`src/rtl/zero_scan_pkg.sv`:
```
// rtl/zero_scan_pkg.sv - shared types and sizing for the iterative zero-test scheduler
package zero_scan_pkg;

  localparam int DATA_W  = 64;
  localparam int SLICE_W = 16;
  localparam int NSLICE  = DATA_W / SLICE_W;
  localparam int IDX_W   = $clog2(NSLICE);

  typedef enum logic [1:0] {
    IDLE = 2'd0,
    SCAN = 2'd1,
    DONE = 2'd2
  } state_t;

  typedef enum logic {
    REQ_EX = 1'b0,
    REQ_BR = 1'b1
  } req_id_t;

endpackage

```
`src/rtl/nor_zero16.sv`:
```
// rtl/nor_zero16.sv - 16-bit NOR zero detector (1 = all input bits clear)
module nor_zero16 (
  input  logic [15:0] data,
  output logic        zero
);

  logic [3:0] nib_any;

  // Two gate levels: per-nibble OR, then a 4-input NOR.
  assign nib_any[0] = |data[3:0];
  assign nib_any[1] = |data[7:4];
  assign nib_any[2] = |data[11:8];
  assign nib_any[3] = |data[15:12];
  assign zero       = ~|nib_any;

endmodule

```
`src/rtl/rr_arb2.sv`:
```
// rtl/rr_arb2.sv - combinational 2-way round-robin grant; last-grant state lives in the parent
module rr_arb2 (
  input  logic [1:0] req,
  input  logic       last,
  input  logic       en,
  output logic [1:0] gnt
);

  // On a tie the requester that did not win last time takes the grant.
  assign gnt[0] = en & req[0] & (~req[1] | last);
  assign gnt[1] = en & req[1] & (~req[0] | ~last);

endmodule

```
`src/rtl/zero_scan_sched.sv`:
```
// rtl/zero_scan_sched.sv - shares one 16-bit zero detector between EX and branch clients, slice by slice
module zero_scan_sched
  import zero_scan_pkg::*;
(
  input  logic              clk,
  input  logic              reset,
  input  logic              ex_req,
  input  logic [DATA_W-1:0] ex_data,
  output logic              ex_gnt,
  output logic              ex_done,
  input  logic              br_req,
  input  logic [DATA_W-1:0] br_data,
  output logic              br_gnt,
  output logic              br_done,
  output logic              is_zero,
  output logic              busy
);

  state_t             state;
  logic [IDX_W-1:0]   idx;
  logic [DATA_W-1:0]  shadow;
  req_id_t            owner;
  req_id_t            last_grant;
  logic               is_zero_r;

  logic [1:0]         gnt;
  logic [SLICE_W-1:0] det_in;
  logic               zd;

  rr_arb2 u_arb (
    .req  ({br_req, ex_req}),
    .last (last_grant == REQ_BR),
    .en   ((state == IDLE) && !reset),
    .gnt  (gnt)
  );

  // Detector sees zeros outside SCAN so it never toggles on stale shadow data.
  assign det_in = (state == SCAN) ? shadow[idx*SLICE_W +: SLICE_W] : '0;

  nor_zero16 u_det (
    .data (det_in),
    .zero (zd)
  );

  always_ff @(posedge clk) begin
    if (reset) begin
      state      <= IDLE;
      idx        <= '0;
      shadow     <= '0;
      owner      <= REQ_EX;
      last_grant <= REQ_BR;
      is_zero_r  <= 1'b0;
    end else begin
      case (state)
        IDLE: begin
          if (gnt[1]) begin
            shadow     <= br_data;
            owner      <= REQ_BR;
            last_grant <= REQ_BR;
            idx        <= '0;
            state      <= SCAN;
          end else if (gnt[0]) begin
            shadow     <= ex_data;
            owner      <= REQ_EX;
            last_grant <= REQ_EX;
            idx        <= '0;
            state      <= SCAN;
          end
        end
        SCAN: begin
          if (!zd) begin
            is_zero_r <= 1'b0;
            state     <= DONE;
          end else if (idx == IDX_W'(NSLICE - 1)) begin
            is_zero_r <= 1'b1;
            state     <= DONE;
          end else begin
            idx <= idx + 1'b1;
          end
        end
        DONE:    state <= IDLE;
        default: state <= IDLE;
      endcase
    end
  end

  assign ex_gnt  = gnt[0];
  assign br_gnt  = gnt[1];
  assign ex_done = (state == DONE) && (owner == REQ_EX);
  assign br_done = (state == DONE) && (owner == REQ_BR);
  assign is_zero = (state == DONE) && is_zero_r;
  assign busy    = (state != IDLE);

endmodule

```
`config.mk`:
```
export PLATFORM = sky130hd
export DESIGN_NAME = zero_scan_sched
export DESIGN_NICKNAME = d
export VERILOG_FILES = /design/src/rtl/zero_scan_pkg.sv /design/src/rtl/nor_zero16.sv /design/src/rtl/rr_arb2.sv /design/src/rtl/zero_scan_sched.sv
export SDC_FILE = /design/constraint.sdc
export NUM_CORES = 1
export LEC_CHECK = 0
export BUFFER_PORTS_ARGS = -buffer_cell sky130_fd_sc_hd__buf_2
export CORE_MARGIN = 8
export CORE_UTILIZATION = 35
export CTS_CLUSTER_SIZE = 8
export DETAILED_ROUTE_END_ITERATION = 16
export PLACE_DENSITY = 0.67
export SLEW_MARGIN = 0
export SYNTH_ARGS = -nofsm -noshare
export SYNTH_HDL_FRONTEND = slang
export SYNTH_SLANG_ARGS = --single-unit
```
`constraint.sdc`:
```
create_clock -name clk -period 2.1 [get_ports clk]
set_input_delay 0.42 -clock clk [delete_from_list [all_inputs] [get_ports clk]]
set_output_delay 0.42 -clock clk [all_outputs]
set_load 0.05 [all_outputs]
```
After elaboration in Yosys (flattened, before gate mapping)
Index checks and enable logic that the tools add are counted.
{"block": "word_totals", "output_inout_bits": 6, "input_bits": 132, "elab_cells": 57, "reg_bits": 71}
{"block": "classes", "n_reduce_logical": 15, "n_shift": 1, "n_eq_ne": 7, "mux": 17, "add_sub_neg": 1, "bitwise": 10}
{"op": "64-bit 2-to-1 mux", "n": 2}
{"op": "64-bit by 7-bit variable part select with 16-bit output", "n": 1}
{"op": "16-bit 2-to-1 mux", "n": 1}
{"op": "2-bit 2-to-1 mux", "n": 8}
{"op": "16-bit OR reduction", "n": 1}
{"op": "2-bit case mux with 2 select lines", "n": 2}
{"op": "2-bit nonzero test", "n": 4}
{"op": "2-bit AND reduction", "n": 3}
{"op": "1-bit AND", "n": 4}
{"op": "2-bit equality test (second input constant)", "n": 2}
{"op": "1-bit logical AND", "n": 4}
{"op": "1-bit 2-to-1 mux", "n": 4}
{"op": "2-bit != test (second input constant)", "n": 2}
{"op": "1-bit NOT", "n": 4}
{"op": "4-bit AND reduction", "n": 1}
{"op": "3-bit by 1-bit != test with 1-bit output (second input constant)", "n": 1}
{"op": "3-bit != test (second input constant)", "n": 1}
{"op": "2-bit by 1-bit adder with 2-bit output (second input constant)", "n": 1}
{"op": "2-bit by 1-bit equality test with 1-bit output (second input constant)", "n": 1}
{"op": "2-bit zero test", "n": 1}
{"op": "1-bit bitwise OR", "n": 2}
{"op": "1-bit zero test", "n": 1}

Depth between registers and ports, before layout
{"block": "depth", "word_depth": 7, "mapped_depth": 8, "depth_no_buf": 7}

Hierarchy
Synthesis repeated with hierarchy kept, for this count alone.
{"block": "unflattened", "cells_unflattened": 379, "hier_area_um2": 4209.0}
{"mod": "zero_scan_sched", "cells_per_inst": 369, "seq_area_each_um2": 1421.4, "n_inst": 1, "area_each_um2": 4154.0}
{"mod": "nor_zero16", "cells_per_inst": 5, "seq_area_each_um2": 0.0, "n_inst": 1, "area_each_um2": 33.8}
{"mod": "rr_arb2", "cells_per_inst": 5, "seq_area_each_um2": 0.0, "n_inst": 1, "area_each_um2": 21.3}

Worst setup path before layout
Ideal clock, no wire load.
{"block": "synth_path", "kind": "register to register", "start": "register state[0]", "end": "register last_grant", "path_buffers": 1, "period_less_slack_ns": 2.072, "setup_ns": 0.120, "t_required_ns": 1.980, "stages_incl_launch_ff": 7, "setup_slack_ns": 0.028, "arrival_time_ns": 1.953, "cell_sequence": "dfxtp_1 or2_1 nor2_1 nand3_1 clkbuf_1 inv_1 a211o_1"}
{"block": "synth_via", "elab_chain_cells": 6, "word_cells_on_any_way": 9, "classes_between": "mux: 1; bitwise: 4; reduce/logical: 4"}
{"element": "from (decl)", "line_no": "zero_scan_sched.sv:19", "text": "state_t state;"}
{"element": "from (signal assigned)", "line_no": "zero_scan_sched.sv:47", "text": "state <= IDLE;"}
{"element": "from (signal assigned)", "line_no": "zero_scan_sched.sv:61", "text": "state <= SCAN;"}
{"element": "from (signal assigned)", "line_no": "zero_scan_sched.sv:67", "text": "state <= SCAN;"}
{"element": "2-bit zero test (*)", "line_no": "zero_scan_sched.sv:33", "text": ".en ((state == IDLE) && !reset),"}
{"element": "1-bit logical AND (*)", "line_no": "zero_scan_sched.sv:33"}
{"element": "1-bit AND (*) (2 in series)", "line_no": "rr_arb2.sv:11", "text": "assign gnt[1] = en & req[1] & (~req[0] | ~last);"}
{"element": "via br_gnt", "line_no": "zero_scan_sched.sv:13", "text": "output logic br_gnt,"}
{"element": "2-bit nonzero test (no line)"}
{"element": "2-bit AND reduction (no line)"}
{"element": "to (signal assigned)", "line_no": "zero_scan_sched.sv:51", "text": "last_grant <= REQ_BR;"}
{"element": "to (signal assigned)", "line_no": "zero_scan_sched.sv:59", "text": "last_grant <= REQ_BR;"}
{"element": "to (signal assigned)", "line_no": "zero_scan_sched.sv:65", "text": "last_grant <= REQ_EX;"}
{"element": "to (decl)", "line_no": "zero_scan_sched.sv:23", "text": "req_id_t last_grant;"}
Mark *: on every way through the listed nets, which the timed path passes. The rest lies on a longest branch.
A chain may end at the register's enable or synchronous reset.

Worst setup path after layout
{"block": "layout_path", "start": "register state[0]", "end": "output port ex_gnt"}
{"block": "layout_via", "elab_chain_cells": 4}
{"element": "2-bit zero test", "line_no": "zero_scan_sched.sv:33"}
{"element": "1-bit logical AND", "line_no": "zero_scan_sched.sv:33"}
{"element": "1-bit AND (2 in series)", "line_no": "rr_arb2.sv:10", "text": "assign gnt[0] = en & req[0] & (~req[1] | last);"}
{"element": "to (decl)", "line_no": "zero_scan_sched.sv:9", "text": "output logic ex_gnt,"}
Every way passes these cells.

==> flow_metrics.tcl <==
set metrics [dict create \
    ys_seq_area_frac 0.437 \
    holdWs_ps 340 \
    synthCells 423 \
    synth_top_flop_cell "dfxtp_1" \
    pre_cts_ws_ps -22.3 \
    outcome "finished, final reports clean" \
    yosysMostFrequentCell "nand2_1" \
    hold_class "input pin to flip-flop" \
    synthTopCellsByArea "dfxtp_1, a311oi_1, nand2_1, nor2_1, clkbuf_1" \
    crit_fanout 8 \
    avgSynthCellArea_um2 7.70 \
    tritoncts "built" \
    synth_top_cell_area_share 0.437 \
    path_buf_inv 2 \
    regArea_um2 1430 \
    synth-edff-count 0 \
    fill_cells 934 \
    ant_nets 0 \
    period_minus_slack_ps 1990 \
    io_pins 138 \
    multi_input_comb_area_um2 1720 \
    gp_congestion 0.743 \
    dp_hpwl_mm 6.85 \
    diodes 0 \
    wl_per_cell_um 14.3 \
    drive_gt1_frac 0.313 \
    vdd_drop_max_v 0.000372 \
    async_flop_share 0 \
    initial_core_util 0.356 \
    tightest_slew_ps 738 \
    yosys_warnings 0 \
    grt_max_degree 77 \
    cts_root_buffer "clkbuf_8" \
    crit_type "flip-flop to primary output" \
    row_count 35 \
    ys_types 26 \
    hold_violations 0 \
    ys_ff_latch 71 \
    clock_sinks 71 \
    wl_met3_um 610 \
    dieArea_um2 12600 \
    setup_ws_ps 114 \
    fp.coreArea_um2 9150 \
    first_global_vias 3523 \
    clock_latency_ps 330 \
    clock_path_buffers 2 \
    die_y_um 112 \
    die_x_um 112 \
    end_kind "primary output" \
    startpoint_type "flip-flop" \
    p_leak_nw 1.75 \
    syn_nets 556 \
    fmaxAchievable_ghz 0.504 \
    grtUsageTotal 0.150 \
    drc 0 \
    drt_iter0_drc 152 \
    cp_slowest_stage_delay_ps 360 \
    wl_met2_mm 4.40 \
    relSlewSlack 0.508 \
    synth_area_um2 3260 \
    antenna_found_initial 0 \
    cpMaxStageDelayCell "dfxtp_1" \
    crit_chain "or2_1, nor2_2, nand3_2, inv_4, buf_6" \
    overflow 0 \
    htreeDepth 3 \
    dr.pass1.iters 6 \
    final.setup.tns_ps 0 \
    setup_viol 0 \
    top_layer "met4" \
    utilization 0.465 \
    finalWirelength_mm 9.43 \
    m1WireLength_mm 4.33 \
    numCtsBuffers 9 \
    worstPathRequired_ps 1680 \
    vias 3387 \
    yosys-top-cells-count "nand2_1, nor2_1, dfxtp_1" \
    crit_family "simple AND/OR/NAND/NOR gates" \
    grt_first_pass_wirelength_mm 15.8 \
    power_per_cell_area_nw_per_um2 723 \
    period_share 0.946 \
    clkTransAtPathRegs_ps 70 \
    avgViaCountPerCell 5.15 \
    portBuffers 137 \
    slew_viol_final 0 \
    skew_ps 6.85 \
    maxCapViolCount 0 \
    fin_nets 676 \
    arrival_ps 1570 \
    yosysTopAreaCell "dfxtp_1" \
    holdBufCountCts 0 \
    area_growth_pct 30.7 \
]
[layout by cell type (no fill, tap or decap)]
master / Yosys / routed
buf_2: 9 / 136
nand2_1: 131 / 131
nor2_1: 73 / 72
dfxtp_1: 71 / 70
a311oi_1: 64 / 64
clkbuf_8: 0 / 12
nor4_1: 12 / 9
buf_4: 5 / 5
inv_1: 4 / 4
nor3_1: 5 / 4
nand4_1: 4 / 4
nor3b_1: 3 / 3
nor4_4: 0 / 3
o21ai_0: 3 / 3
clkbuf_1: 20 / 3
buf_6: 0 / 3
nand2b_1: 2 / 2
nor4b_2: 2 / 2
nor4_2: 2 / 2
o41ai_1: 2 / 2
or2_1: 1 / 1
nor2_2: 0 / 1
nand3_4: 0 / 1
nand3_2: 0 / 1
inv_4: 0 / 1
nor3_2: 0 / 1
a2111oi_4: 1 / 1
a211o_1: 1 / 1
a31oi_1: 1 / 1
a21oi_1: 1 / 1
ha_1: 1 / 1
dfxtp_4: 0 / 1
buf_12: 0 / 1
[flip-flops by register name, summed over array words and instances, names as in the netlist]
register / cells
last_grant: 1
shadow: 64
state: 2
idx: 2
is_zero_r: 1
owner: 1
[what timing repair did]
item,4_1_cts,5_1_grt
endpoints found under the setup margin,3,5
buffers inserted,0,2
pin swaps,0,1
resized for setup,3,12
[worst min-delay path: cells and delay by family]
| kind | cells | cell delay [ps] |
|---|---|---|
| buffers and inverters | 1 | 100 |
| AO/OA/AOI/OAI | 1 | 70 |
| AND/OR/NAND/NOR | 1 | 40 |
[stage by stage]
stage	power (mW)	cells	cell area [um^2]
finish	3.07	658	4250
global placement	2.10	641	3990
floorplan	1.90	423	3260
global route	3.25	658	4250
detailed placement	2.11	641	3990
CTS	3.09	656	4170
[kinds of logic (layout without fill, tap and decap cells)]
group | after synthesis | after routing | share of synthesized area
and+or+nand+nor | 237 | 237 | 0.306
AOI/OAI and AO/OA | 73 | 73 | 0.197
DFF | 71 | 71 | 0.437
buffers and inverters | 41 | 165 | 0.0565
adders and majority gates | 1 | 1 | 0.00384
[path summary, 6_finish.rpt]
path                            startpoint         end  slack, ps  cells past startpoint
worst max-delay path              state[0]      ex_gnt        110                      5
worst min-delay path            ex_data[6]   shadow[6]        340                      3
worst max register to register      idx[0]      idx[0]        140                      7
worst min register to register  shadow[27]  shadow[27]        480                      2
[layout make-up]
type | count | area share
Tap cell | 111 | 0.0326
Sequential cell | 71 | 0.335
Multi-Input combinational cell | 311 | 0.404
Clock buffer | 15 | 0.0415
Timing Repair Buffer | 145 | 0.181
Inverter | 5 | 0.00500
[layer usage]
metal  track usage  up-vias
met3        0.0515       10
met2         0.246      106
met4        0.0486        0
met5             0        -
met1         0.179     1532
li1              -     1739
[report_power, final]
| group | total (mW) | switching [mW] | internal [mW] |
|---|---|---|---|
| logic | 0.560 | 0.308 | 0.251 |
| clock network | 0.967 | 0.446 | 0.521 |
| registers | 1.55 | 0.0792 | 1.47 |
No activity file was read; power rests on OpenSTA's default activity.
